## src/rtl/bus_pkg.sv

```systemverilog
// bus_pkg: shared defaults and driver-enable helpers for the bus receiver
package bus_pkg;
  localparam int DEF_WIDTH = 32;
  localparam int DEF_NDRV  = 4;
  localparam int DEF_DEPTH = 4;
  function automatic logic is_onehot(input logic [31:0] v);
    return (v != '0) && ((v & (v - 32'd1)) == '0);
  endfunction
  function automatic int onehot_idx(input logic [31:0] v);
    int r = 0;
    for (int i = 0; i < 32; i++) if (v[i]) r = i;
    return r;
  endfunction
endpackage

```

## src/rtl/bus_rx_fifo.sv

```systemverilog
// bus_rx_fifo: show-ahead FIFO (i_push/i_data in, i_pop/o_data out, o_full/o_empty/o_count status); push while full succeeds only with a pop
module bus_rx_fifo #(
  parameter int DW    = 32,
  parameter int DEPTH = 4
) (
  input  logic                     clk,
  input  logic                     rst,
  input  logic                     i_push,
  input  logic [DW-1:0]            i_data,
  input  logic                     i_pop,
  output logic [DW-1:0]            o_data,
  output logic                     o_full,
  output logic                     o_empty,
  output logic [$clog2(DEPTH):0]   o_count
);
  localparam int AW = $clog2(DEPTH);
  localparam int CW = AW + 1;
  logic [DW-1:0] r_mem [DEPTH];
  logic [AW-1:0] r_wr, r_rd;
  logic [CW-1:0] r_count;
  logic          w_we, w_re;
  assign o_count = r_count;
  assign o_full  = r_count == CW'(DEPTH);
  assign o_empty = r_count == '0;
  assign w_re    = i_pop & ~o_empty;
  assign w_we    = i_push & (~o_full | w_re);
  assign o_data  = o_empty ? '0 : r_mem[r_rd];
  always_ff @(posedge clk or posedge rst) begin
    if (rst) begin
      r_wr    <= '0;
      r_rd    <= '0;
      r_count <= '0;
      for (int i = 0; i < DEPTH; i++) r_mem[i] <= '0;
    end else begin
      if (w_we) begin
        r_mem[r_wr] <= i_data;
        r_wr        <= r_wr + AW'(1);
      end
      if (w_re) r_rd <= r_rd + AW'(1);
      r_count <= r_count + CW'(w_we) - CW'(w_re);
    end
  end
endmodule

```

## src/rtl/bus_rx.sv

```systemverilog
// bus_rx: tri-state bus receiver; captures bus_in when ld and exactly one drv_en bit are set, queues it in a show-ahead FIFO (out_data/out_valid/out_ready, full/empty/count) and raises sticky err_float/err_contend/err_ovf until clr_err; BUS_RX_SRC_TAG_EN adds out_src, the capturing driver index
module bus_rx
  import bus_pkg::*;
#(
  parameter int WIDTH = DEF_WIDTH,
  parameter int NDRV  = DEF_NDRV,
  parameter int DEPTH = DEF_DEPTH
) (
  input  logic                        clk,
  input  logic                        rst,
  input  logic [WIDTH-1:0]            bus_in,
  input  logic [NDRV-1:0]             drv_en,
  input  logic                        ld,
  input  logic                        clr_err,
  output logic [WIDTH-1:0]            out_data,
  output logic                        out_valid,
  input  logic                        out_ready,
  output logic                        full,
  output logic                        empty,
  output logic [$clog2(DEPTH):0]      count,
`ifdef BUS_RX_SRC_TAG_EN
  output logic [$clog2(NDRV)-1:0]     out_src,
`endif
  output logic                        err_float,
  output logic                        err_contend,
  output logic                        err_ovf
);
`ifdef BUS_RX_SRC_TAG_EN
  localparam int SW = $clog2(NDRV);
  localparam int DW = WIDTH + SW;
`else
  localparam int DW = WIDTH;
`endif
  logic          w_onehot, w_push, w_pop, w_float, w_contend, w_ovf;
  logic [DW-1:0] w_wdata, w_rdata;
  logic          r_err_float, r_err_contend, r_err_ovf;
  assign w_onehot  = is_onehot(32'(drv_en));
  assign w_push    = ld & w_onehot;
  assign w_pop     = out_valid & out_ready;
  assign w_float   = ld & ~|drv_en;
  assign w_contend = ld & |drv_en & ~w_onehot;
  assign w_ovf     = w_push & full & ~w_pop;
  assign out_valid = ~empty;
`ifdef BUS_RX_SRC_TAG_EN
  assign w_wdata  = {SW'(onehot_idx(32'(drv_en))), bus_in};
  assign out_data = w_rdata[WIDTH-1:0];
  assign out_src  = w_rdata[DW-1:WIDTH];
`else
  assign w_wdata  = bus_in;
  assign out_data = w_rdata;
`endif
  bus_rx_fifo #(.DW(DW), .DEPTH(DEPTH)) u_fifo (
    .clk     (clk),
    .rst     (rst),
    .i_push  (w_push),
    .i_data  (w_wdata),
    .i_pop   (w_pop),
    .o_data  (w_rdata),
    .o_full  (full),
    .o_empty (empty),
    .o_count (count)
  );
  // a new error event on the same edge as clr_err keeps the flag set
  always_ff @(posedge clk or posedge rst) begin
    if (rst) begin
      r_err_float   <= 1'b0;
      r_err_contend <= 1'b0;
      r_err_ovf     <= 1'b0;
    end else begin
      r_err_float   <= w_float   | (r_err_float   & ~clr_err);
      r_err_contend <= w_contend | (r_err_contend & ~clr_err);
      r_err_ovf     <= w_ovf     | (r_err_ovf     & ~clr_err);
    end
  end
  assign err_float   = r_err_float;
  assign err_contend = r_err_contend;
  assign err_ovf     = r_err_ovf;
endmodule

```

## config.mk

```make
export PLATFORM = sky130hd
export DESIGN_NAME = bus_rx
export DESIGN_NICKNAME = d
export VERILOG_FILES = /design/src/rtl/bus_pkg.sv /design/src/rtl/bus_rx_fifo.sv /design/src/rtl/bus_rx.sv
export SDC_FILE = /design/constraint.sdc
export NUM_CORES = 1
export LEC_CHECK = 0
export ABC_CLOCK_PERIOD_IN_PS = 4800
export CORE_ASPECT_RATIO = 1.1
export CORE_UTILIZATION = 45
export CTS_BUF_LIST = sky130_fd_sc_hd__clkbuf_16
export CTS_CLUSTER_DIAMETER = 30
export CTS_CLUSTER_SIZE = 14
export DETAILED_ROUTE_END_ITERATION = 8
export PLACE_DENSITY = 0.7
export SLEW_MARGIN = 0
export SYNTH_ARGS = -nofsm -noshare
export SYNTH_HDL_FRONTEND = slang
export SYNTH_HIERARCHICAL = 1
export SYNTH_SLANG_ARGS = --single-unit
```

## constraint.sdc

```tcl
create_clock -name clk -period 4.8 [get_ports clk]
set_clock_uncertainty 0.15 [all_clocks]
set_input_delay 0.96 -clock clk [delete_from_list [all_inputs] [get_ports clk]]
set_output_delay 0.96 -clock clk [all_outputs]
set_load 0.05 [all_outputs]
```

==> results.sh <==
export IMPL_grt_pass1_wl_um=21000
export IMPL_cp_start_kind="register"
export IMPL_setup_viol=0
export IMPL_vias=3675
export IMPL_syn_to_final_growth_pct=24.4
export IMPL_syn_inst=408
export IMPL_hold_path_class="register to register"
export IMPL_switching_share_pct=38.8
export IMPL_placed_area_um2=7400
export IMPL_die_w_um=116
export IMPL_cts_setup_buffers=0
export IMPL_antenna_found_initial=0
export IMPL_drive_gt1_share_pct=40.6
export IMPL_seq_power_share_pct=32.4
export IMPL_grt_pass1_vias=4008
export IMPL_worst_setup_path_type="register to primary output"
export IMPL_place_congestion=0.745
export IMPL_cp_slowest_stage_delay_ns=0.77
export IMPL_drt_first_pass_iters=4
export IMPL_postCtsHoldBufs=0
export IMPL_grt_max_degree=86
export IMPL_drt_iter0_drc=110
export IMPL_grt_usage_pct=19.1
export IMPL_drv_slew=0
export IMPL_antenna_left=0
export IMPL_avgRoutedWirePerCell_um=18.3
export IMPL_path_cells="buf_12, mux4_2, nor2b_1, clkdlybuf4s50_1"
export IMPL_leakage_uw=0.00337
export IMPL_antenna_cells=0
export IMPL_drv_cap=0
export IMPL_fin_ws_ns=0.820
export IMPL_cts_tree="built"
export IMPL_rsz0062_at_grt="no"
export IMPL_max_slew_margin_pct=28.5
export IMPL_holdWs_ns=0.350
export IMPL_seq_area_frac_synth_pct=54.0
export IMPL_clk_path_buf_depth=2
export IMPL_power_density_nw_per_um2=819
export IMPL_syn_cell_area_um2=6400
export IMPL_initial_core_util_pct=46.2
export IMPL_vias_per_cell=5.30
export IMPL_tns_ns=0
export IMPL_cts_made_buffers=17
export IMPL_root_buffer="clkbuf_16"
export IMPL_dp_hpwl_um=7750
export IMPL_cpLargestDelayFamily="buffers and inverters"
export IMPL_crit_fanout=18
export IMPL_intPower_uw=3980
export IMPL_pre_cts_slack_ns=0.897
export IMPL_fin_crit_sh_pct=82.9
export IMPL_clock_latency_ns=0.41
export IMPL_clkPwrFrac_pct=18.9
export IMPL_dieHeight_um=127
export IMPL_drcViolationCount=0
export IMPL_clk_pin_slew_ns=0.06
export IMPL_min_period_ns=3.98
export IMPL_pin_count=82
export IMPL_required_ns=3.69
export IMPL_synth_area_per_cell_um2=15.7
export IMPL_ctsResizeCount=0
export IMPL_yosys_warnings=6
export IMPL_fin_area_um2=7960
export IMPL_placed_cells=661
export IMPL_die_area_um2=14700
export IMPL_wl_um=12700
export IMPL_p_switching_uw=2530
export IMPL_worst_slew_pin_slew_ns=1.07
export IMPL_fmax_ghz=0.251
export IMPL_synth_seq_cells=138
export IMPL_hold_violations=0
export IMPL_status="completed"
export IMPL_p_comb_share_pct=48.7
export IMPL_layoutNonFillerInstCount=693
export IMPL_ir_worst_vdd_mv=0.465
export IMPL_port_buffer_count=81
export IMPL_synth_nets=456
export IMPL_core_rowCount=45
export IMPL_core_area_um2=13900
export IMPL_crit_buf_inv=2
export IMPL_cp_end_kind="primary output"
export IMPL_grt_remaining_overflow=0
export IMPL_synth_distinct_cells=26
export IMPL_clock_sinks=138
export IMPL_worst_endpoint_arrival_ns=2.87
export IMPL_crit_slowest_cell="dfrtp_2"
export IMPL_htreeDepth=4
export IMPL_nets=540
-- through the flow --
step / power [uW] / util, %
after floorplan: 4380 / -
after global placement: 5240 / 53.4
after detailed placement: 5330 / 53.4
after CTS: 6590 / 57.5
after global routing: 6850 / 57.5
final: 6510 / 57.5
-- worst paths after layout --
check,startpoint,to,slack (ns),depth (start not counted)
max,u_fifo/r_rd[0],out_data[4],0.82,4
min,u_fifo/r_mem[18],u_fifo/r_mem[18],0.35,1
max reg2reg,u_fifo/o_count[1],u_fifo/o_count[2],1.15,12
min reg2reg,u_fifo/r_mem[18],u_fifo/r_mem[18],0.35,1
max in group asynchronous,rst,u_fifo/r_mem[108],2.58,3
min in group asynchronous,rst,err_ovf,0.66,2
-- cell usage after synthesis --
cell type	n	share of area [%]
xnor2_1	3	0.41
o32ai_1	2	0.27
nor2b_1	25	2.4
nor4b_1	2	0.27
clkbuf_1	5	0.29
buf_2	4	0.31
nand2_1	6	0.35
mux2_2	129	23
nor2_1	8	0.47
dfrtp_1	138	54
nand2b_1	1	0.098
ha_1	6	1.2
fa_1	1	0.31
inv_1	12	0.70
and2b_1	9	1.1
a211oi_1	1	0.12
xor2_1	3	0.41
buf_4	2	0.23
o21ai_0	1	0.078
mux4_2	32	11
nor3b_1	1	0.12
buf_6	12	2.1
nor4b_4	1	0.37
nand3b_1	1	0.12
nor3_1	2	0.16
maj3_1	1	0.16
-- cell usage in the layout, fill, tap and decap left out, drive strengths merged --
cell,n
nor3,2
mux4,32
inv,13
a211oi,1
fa,1
nor2b,25
dfrtp,138
nor3b,1
clkinv,9
xor2,3
and2b,9
nand3b,1
o21ai,1
mux2,129
clkdlybuf4s50,81
nor2,8
xnor2,3
buf,7
o32ai,2
ha,6
clkbuf,17
nand2,6
nand2b,1
nor4b,3
bufinv,2
clkinvlp,3
maj3,1
-- sequential cells by signal, summed over array words and instances (netlist names) --
| signal | flops |
|---|---|
| u_fifo/o_count | 3 |
| err_contend | 1 |
| u_fifo/r_rd | 2 |
| u_fifo/r_wr | 2 |
| err_float | 1 |
| err_ovf | 1 |
| u_fifo/r_mem | 128 |
-- power by group through the flow --
stage | Sequential, uW | Combinational, uW | Clock, uW
detailed placement | 2140 | 3190 | 0
finish | 2110 | 3170 | 1230
CTS | 2120 | 3210 | 1260
floorplan | 1970 | 2410 | 0
global placement | 2090 | 3150 | 0
global route | 2200 | 3340 | 1310
-- cells by family after synthesis --
group	count (synthesis)	share of synthesized area (%)
compound gates	4	0.469
xor+xnor	6	0.822
fa+ha+maj	8	1.64
buf+inv	35	3.66
flops	138	54.0
mux	161	34.0
simple gates	56	5.46
-- layout make-up --
type	count	area [um2]
clock buffer	17	425
timing repair buffer	88	913
fill	1155	5890
tap	188	235
multi-input combinational	235	2750
clock inverter	15	135
inverter	12	47.5
sequential	138	3460
-- per-layer routing --
metal  global-route usage [%]  vias up  wire length [um]
met5                        0        -                 0
met4                     7.01        0               102
met3                     4.22       10               385
met2                     31.9       55              6530
met1                     24.5     1972              5660
li1                         -     1638                 -
No activity file was read; power rests on OpenSTA's default activity.
